<file path="config.mk">
export PLATFORM = sky130hd
export DESIGN_NAME = serial_half_sub
export DESIGN_NICKNAME = d
export VERILOG_FILES = /design/src/rtl/serial_half_sub.sv
export SDC_FILE = /design/constraint.sdc
export NUM_CORES = 1
export LEC_CHECK = 0
export ABC_CLOCK_PERIOD_IN_PS = 1600
export BUFFER_PORTS_ARGS = -buffer_cell sky130_fd_sc_hd__buf_4
export CAP_MARGIN = 20
export CORE_MARGIN = 1
export CORE_UTILIZATION = 51
export DETAILED_ROUTE_END_ITERATION = 12
export HOLD_SLACK_MARGIN = 0.02
export PLACE_DENSITY_LB_ADDON = 0.2
export SETUP_SLACK_MARGIN = 0.02
export SLEW_MARGIN = 20
export SYNTH_ARGS = -nofsm -noshare
export SYNTH_HDL_FRONTEND = slang
export SYNTH_SLANG_ARGS = --single-unit
</file>
<file path="constraint.sdc">
create_clock -name clk -period 1.6 [get_ports clk]
set_input_delay 0.32 -clock clk [delete_from_list [all_inputs] [get_ports clk]]
set_output_delay 0.32 -clock clk [all_outputs]
set_load 0.02 [all_outputs]
</file>
<file path="src/rtl/serial_half_sub.sv">
// serial_half_sub: bit-serial a - b - bin, LSB first, one half-subtractor pair plus a borrow FF.
// Define SERIAL_HALF_SUB_OVF_EN to add the registered signed-overflow output ovf.
module serial_half_sub #(
    parameter int WIDTH = 8
) (
    input  logic             clk,
    input  logic             rst_n,
    input  logic             in_valid,
    output logic             in_ready,
    input  logic [WIDTH-1:0] a,
    input  logic [WIDTH-1:0] b,
    input  logic             bin,
    output logic             out_valid,
    input  logic             out_ready,
    output logic [WIDTH-1:0] diff,
    output logic             bout,
    output logic             busy
`ifdef SERIAL_HALF_SUB_OVF_EN
    ,
    output logic             ovf
`endif
);
    localparam int CW = $clog2(WIDTH);
    typedef enum logic [1:0] {S_IDLE, S_SHIFT, S_DONE} state_t;
    state_t           r_state, w_next;
    logic [WIDTH-1:0] r_a, r_b, r_diff;
    logic [CW-1:0]    r_cnt;
    logic             r_brw, w_d, w_brw, w_last, w_accept;
    assign w_d      = r_a[0] ^ r_b[0] ^ r_brw;
    assign w_brw    = (~r_a[0] & r_b[0]) | (~(r_a[0] ^ r_b[0]) & r_brw);
    assign w_last   = r_cnt == CW'(WIDTH - 1);
    assign w_accept = in_valid & in_ready;
    assign diff     = r_diff;
    assign bout     = r_brw;
    always_ff @(posedge clk) begin
        if (!rst_n) r_state <= S_IDLE;
        else        r_state <= w_next;
    end
    always_comb begin
        w_next    = r_state;
        in_ready  = 1'b0;
        out_valid = 1'b0;
        busy      = 1'b0;
        case (r_state)
            S_IDLE: begin
                in_ready = 1'b1;
                w_next   = in_valid ? S_SHIFT : S_IDLE;
            end
            S_SHIFT: begin
                busy   = 1'b1;
                w_next = w_last ? S_DONE : S_SHIFT;
            end
            S_DONE: begin
                out_valid = 1'b1;
                w_next    = out_ready ? S_IDLE : S_DONE;
            end
            default: w_next = S_IDLE;
        endcase
    end
    // Difference bits enter at the MSB so bit i settles at position i after WIDTH shifts.
    always_ff @(posedge clk) begin
        if (!rst_n) begin
            r_a    <= '0;
            r_b    <= '0;
            r_diff <= '0;
            r_cnt  <= '0;
            r_brw  <= 1'b0;
        end else if (w_accept) begin
            r_a    <= a;
            r_b    <= b;
            r_brw  <= bin;
            r_diff <= '0;
            r_cnt  <= '0;
        end else if (busy) begin
            r_a    <= r_a >> 1;
            r_b    <= r_b >> 1;
            r_brw  <= w_brw;
            r_diff <= {w_d, r_diff[WIDTH-1:1]};
            r_cnt  <= r_cnt + CW'(1);
        end
    end
`ifdef SERIAL_HALF_SUB_OVF_EN
    logic r_ovf;
    assign ovf = r_ovf;
    // On the last shift the LSBs of A/B hold the original operand MSBs and w_d is the result MSB.
    always_ff @(posedge clk) begin
        if (!rst_n)              r_ovf <= 1'b0;
        else if (w_accept)       r_ovf <= 1'b0;
        else if (busy && w_last) r_ovf <= (r_a[0] ^ r_b[0]) & (w_d ^ r_a[0]);
    end
`endif
endmodule

</file>
# == Word level (Yosys, flattened, before mapping) ==
# Index checks and enable logic that the tools add are counted.
# op_classes
bitwise,9
n_reduce_logical,3
eq_ne,3
n_mux,13
addsub,1
# op_table
op,n
8-bit 2-to-1 mux,4
1-bit 2-to-1 mux,6
2-bit case mux with 3 select lines,1
2-bit 2-to-1 mux,2
"3-bit by 1-bit adder with 3-bit output, second input constant",1
1-bit bitwise AND,3
"3-bit == test, second input constant",1
1-bit inverter,3
"2-bit by 1-bit == test with 1-bit output, second input constant",1
"2-bit == test, second input constant",1
2-bit zero test,1
2-bit nonzero test,1
2-bit OR reduction,1
1-bit bitwise XOR,2
1-bit OR,1
# totals
out_inout_bits,12
input_bits,21
register_bits,30
elab_cells,35

# == Logic depth before layout (Yosys ltp) ==
# logic_depth
ltp_word,6
ltp_mapped,7
mapped_depth_nobuf,5

# == Least setup slack after synthesis ==
# Ideal clock, no wire load.
# synth_path
path_kind,reg2reg
startpoint,reg r_state[0]
endpoint,reg r_a[1]
stages_incl_launch_ff,7
n_path_buf,3
setup_ns,0.118
synth_period_minus_slack_ns,1.303
t_required_ns,1.482
slack_ns,0.297
arrival_ns,1.185
path_cell_list,dfxtp_1 buf_6 or3b_1 buf_6 buf_8 o21ai_1 a21oi_1
# synth_between
elab_chain_len,4
word_cells_on_any_way,7
classes_between,1 x eq/ne; 3 x mux; 1 x bitwise; 2 x reduce/logical
# synth_lines
item,line_no,text
"start, declared",25,"state_t r_state, w_next;"
"start signal, assigned",37,else r_state <= w_next;
2-bit zero test,44,case (r_state)
1-bit 2-to-1 mux,44,
1-bit bitwise AND,32,assign w_accept = in_valid & in_ready;
8-bit 2-to-1 mux / 2-bit nonzero test (equally long branches),n/a,
"end signal, assigned",75,r_a <= r_a >> 1;
"end, declared",26,"logic [WIDTH-1:0] r_a, r_b, r_diff;"
# Several ways; a longest one is shown, not always the timed one.
# A chain may end at the register's enable or synchronous reset.

# == Worst setup path after layout ==
# layout_path
startpoint,reg r_state[1]
endpoint,out busy
# layout_between
elab_chain_len,2
# layout_lines
item,line_no,text
2-bit by 1-bit == test with 1-bit output,44,
1-bit 2-to-1 mux,44,
"end, declared",17,output logic busy
# Every way passes these cells.

==> flow_summary_export.csv <==
group,metric,value,unit
floorplan,die_y,52.2,um
clocking,clk_pin_slew,0.10,ns
floorplan,num_io_pins,33,
critical_path,crit_buf_inv,2,
floorplan,initial_core_util,0.559,
sta,tightest_slew,0.343,ns
critical_path,r2r_end,"r_cnt[0]",
critical_path,path_delay_family,"buffers and inverters",
yosys,synthFlopType,"dfxtp_1",
sta,worst_slack,0.0533,ns
sta,fin_crit,1.55,ns
yosys,ys_seq_elements,30,
critical_path,crit_path_start_kind,"flop",
clocking,h-tree-depth,2,
yosys,yosys.area.top_type,"dfxtp_1",
routing,ant_nets,0,
global_route,grt-ovfl-total,0,
floorplan,fp.dieArea,2720,sq um
critical_path,end_kind,"output pin",
routing,drtPass1Iterations,4,
critical_path,max_stage_delay,0.34,ns
clocking,clkLatencyLatePin,0.33,ns
finish,postLayoutCoreUtil,0.696,
floorplan,die_w,52.2,um
yosys,yosysWarnings,0,
hold_path,hold_end,"r_b[7]",
sta,fmax,647,MHz
global_route,antenna_found_initial,0,
sta,drv_slew,0,
global_route,grt_pass1_vias,1107,
pwr,p_leak,0.659,nW
critical_path,crit_chain,"nand2b_1 -> inv_4 -> buf_4",
routing,viasPerCell,5.30,
sta,fin_skew,0.00702,ns
sta,final.setup.tns,0,ns
finish,nets,215,
critical_path,crit_cells,3,
finish,postLayoutCellArea,1600,sq um
finish,n_antenna_cell,0,
yosys,synthDominantCellAreaShare,0.467,
flow_run,max-cap-violations,0,
critical_path,reg2reg_slack,0.22,ns
yosys,syn_nets,182,
critical_path,cp_max_fo,17,
finish,area_delta_synth_final,24.4,%
floorplan,fp-row-count,17,
clocking,hold_buffers,0,
clocking,cts_tree,"done",
routing,initialDrtViolationCount,13,
yosys,post_synth_inst_count,158,
critical_path,crit_slowest_cell,"dfxtp_1",
sta,rsz0062_at_grt,"true",
hold_path,min_path_cells,3,
sta,slew_headroom,0.771,
place,dpl_worst_slack,0.153,ns
place,dpl_cell_area,1520,sq um
routing,routed_wl,2.69,mm
global_route,grt_use_total,0.244,
clocking,post_cts.repair.setup_buffers,0,
yosys,synth_cell_types,28,
routing,num_vias,1165,
clocking,clock-sinks,30,
clocking,cts_buffers,5,
routing,routedWlPerCell,12.2,um
place,portBuffers,32,
yosys,synth_edf_count,0,
sta,min_period_over_period,0.967,
clocking,cts_root_buffer,"clkbuf_4",
yosys,synthTopCellsByArea,"dfxtp_1 47%, a21oi_1 13%, nand2_1 11%",
critical_path,crit_required,1.28,ns
yosys,synthArstFlopShare,0,
routing,drc,0,
yosys,netlist_area,1280,sq um
critical_path,ff2ff_path_depth,3,
pwr,vdd_drop_max,1080,uV
outcome,outcome,"complete, no violations",
place,hpwl,1.90,mm
sta,hold_viol_final,0,
global_route,grt_max_degree,25,
critical_path,rr_startpoint,"r_state[0]",
sta,finalSetupViolCount,0,
finish,post_route_cells_drive_above_1_share,0.260,
critical_path,crit_type,"reg2out",
floorplan,core,2300,sq um
global_route,grt_pass1_wl,4.77,mm
hold_path,hp-class,"in2reg",
critical_path,crit_arrival,1.23,ns
yosys,synth.avg_cell_area,8.13,sq um
clocking,clockBufferDepth,2,
yosys,ys_seq_area_frac,0.467,
place,place_congestion,0.819,
hold_path,worstHoldStart,"b[7]",
pwr,powerDensity,1030,nW/um^2
-- cells in the mapped netlist (2+ instances only) --
library cell   n
o22ai_1        3
nand2_1       36
ha_1           2
nand2b_1       2
dfxtp_1       30
o21ai_1        7
a21boi_0       2
a21oi_1       34
inv_1          5
nand3_1        2
o21ai_2        2
clkbuf_1       2
buf_6          3
o21ai_0        8
buf_2          6
nor2_1         2
-- cell families (layout without fill, tap and decap cells) --
group | count (synthesis) | after routing | share of synthesized area
buffers and inverters | 18 | 52 | 0.0847
adders and majority gates | 3 | 3 | 0.0351
xor gates and xnor gates | 1 | 1 | 0.00682
AOI/OAI and AO/OA | 59 | 59 | 0.249
DFF | 30 | 30 | 0.467
and+or+nand+nor | 47 | 47 | 0.157
-- registers in the layout, summed over array words and instances (netlist names) --
register / flops
r_b: 8
diff: 8
r_state: 2
r_a: 8
r_cnt: 3
bout: 1
-- cell usage in the layout (no fill, tap or decap), drive strengths merged, types with 2 or more instances in the layout --
master  netlist  layout
inv           6       6
clkbuf        2       5
o21ai        17      17
nand2b        2       2
nand2        36      36
a21oi        34      34
a21boi        2       2
buf          10      38
clkinv        0       2
nand3         2       2
o22ai         3       3
dfxtp        30      30
ha            2       2
nor2          2       2
-- worst max path at each step --
stage	from	endpoint	slack, ns
2_1_floorplan	r_state[0]	r_a[1]	0.30
3_3_place_gp	in_valid	r_cnt[0]	0.20
3_5_place_dp	in_valid	r_a[3]	0.15
4_1_cts	r_state[1]	busy	0.05
5_1_grt	r_state[1]	busy	0.004
6_report	r_state[1]	busy	0.05
-- worst reg2reg max path: stages, from the launching register on --
cell	delay, ns
dfxtp_1	0.34
or3b_1	0.50
nand2_1	0.33
nor2_1	0.10
-- power breakdown --
part	internal [W]	leakage (nW)	switching, W
sequential	0.000791	0.246	0.0000258
clock	0.000323	0.0450	0.000263
combinational	0.000111	0.368	0.000136
-- final cells by class --
cell class	instances	area, sq um
multi-input combinational	110	576
timing repair buffer	38	285
clock inverter	3	40.0
inverter	6	25.0
fill	190	698
tap	28	35.0
clock buffer	5	37.5
sequential	30	601
-- repair_timing --
| item | in CTS | in global routing |
|---|---|---|
| gates resized for setup | 1 | 0 |
| hold endpoints to repair | 0 | 0 |
| setup endpoints to repair | 1 | 1 |
-- metal layers --
metal  part of all wire  track usage  vias up
met5                  0            0        -
met4              0.020       0.0921        0
met3              0.053       0.0783        6
met2               0.48        0.400       33
met1               0.45        0.298      530
li1                   -            -      596
-- stage by stage --
stage / total power, W / hold WS [ns] / instances
floorplan: 0.000997 / 0.429 / 158
global placement: 0.00107 / 0.441 / 212
detailed placement: 0.00108 / 0.447 / 212
CTS: 0.00167 / 0.248 / 220
global route: 0.00173 / 0.244 / 220
finish: 0.00165 / 0.249 / 220
No activity file was read; power rests on OpenSTA's default activity.
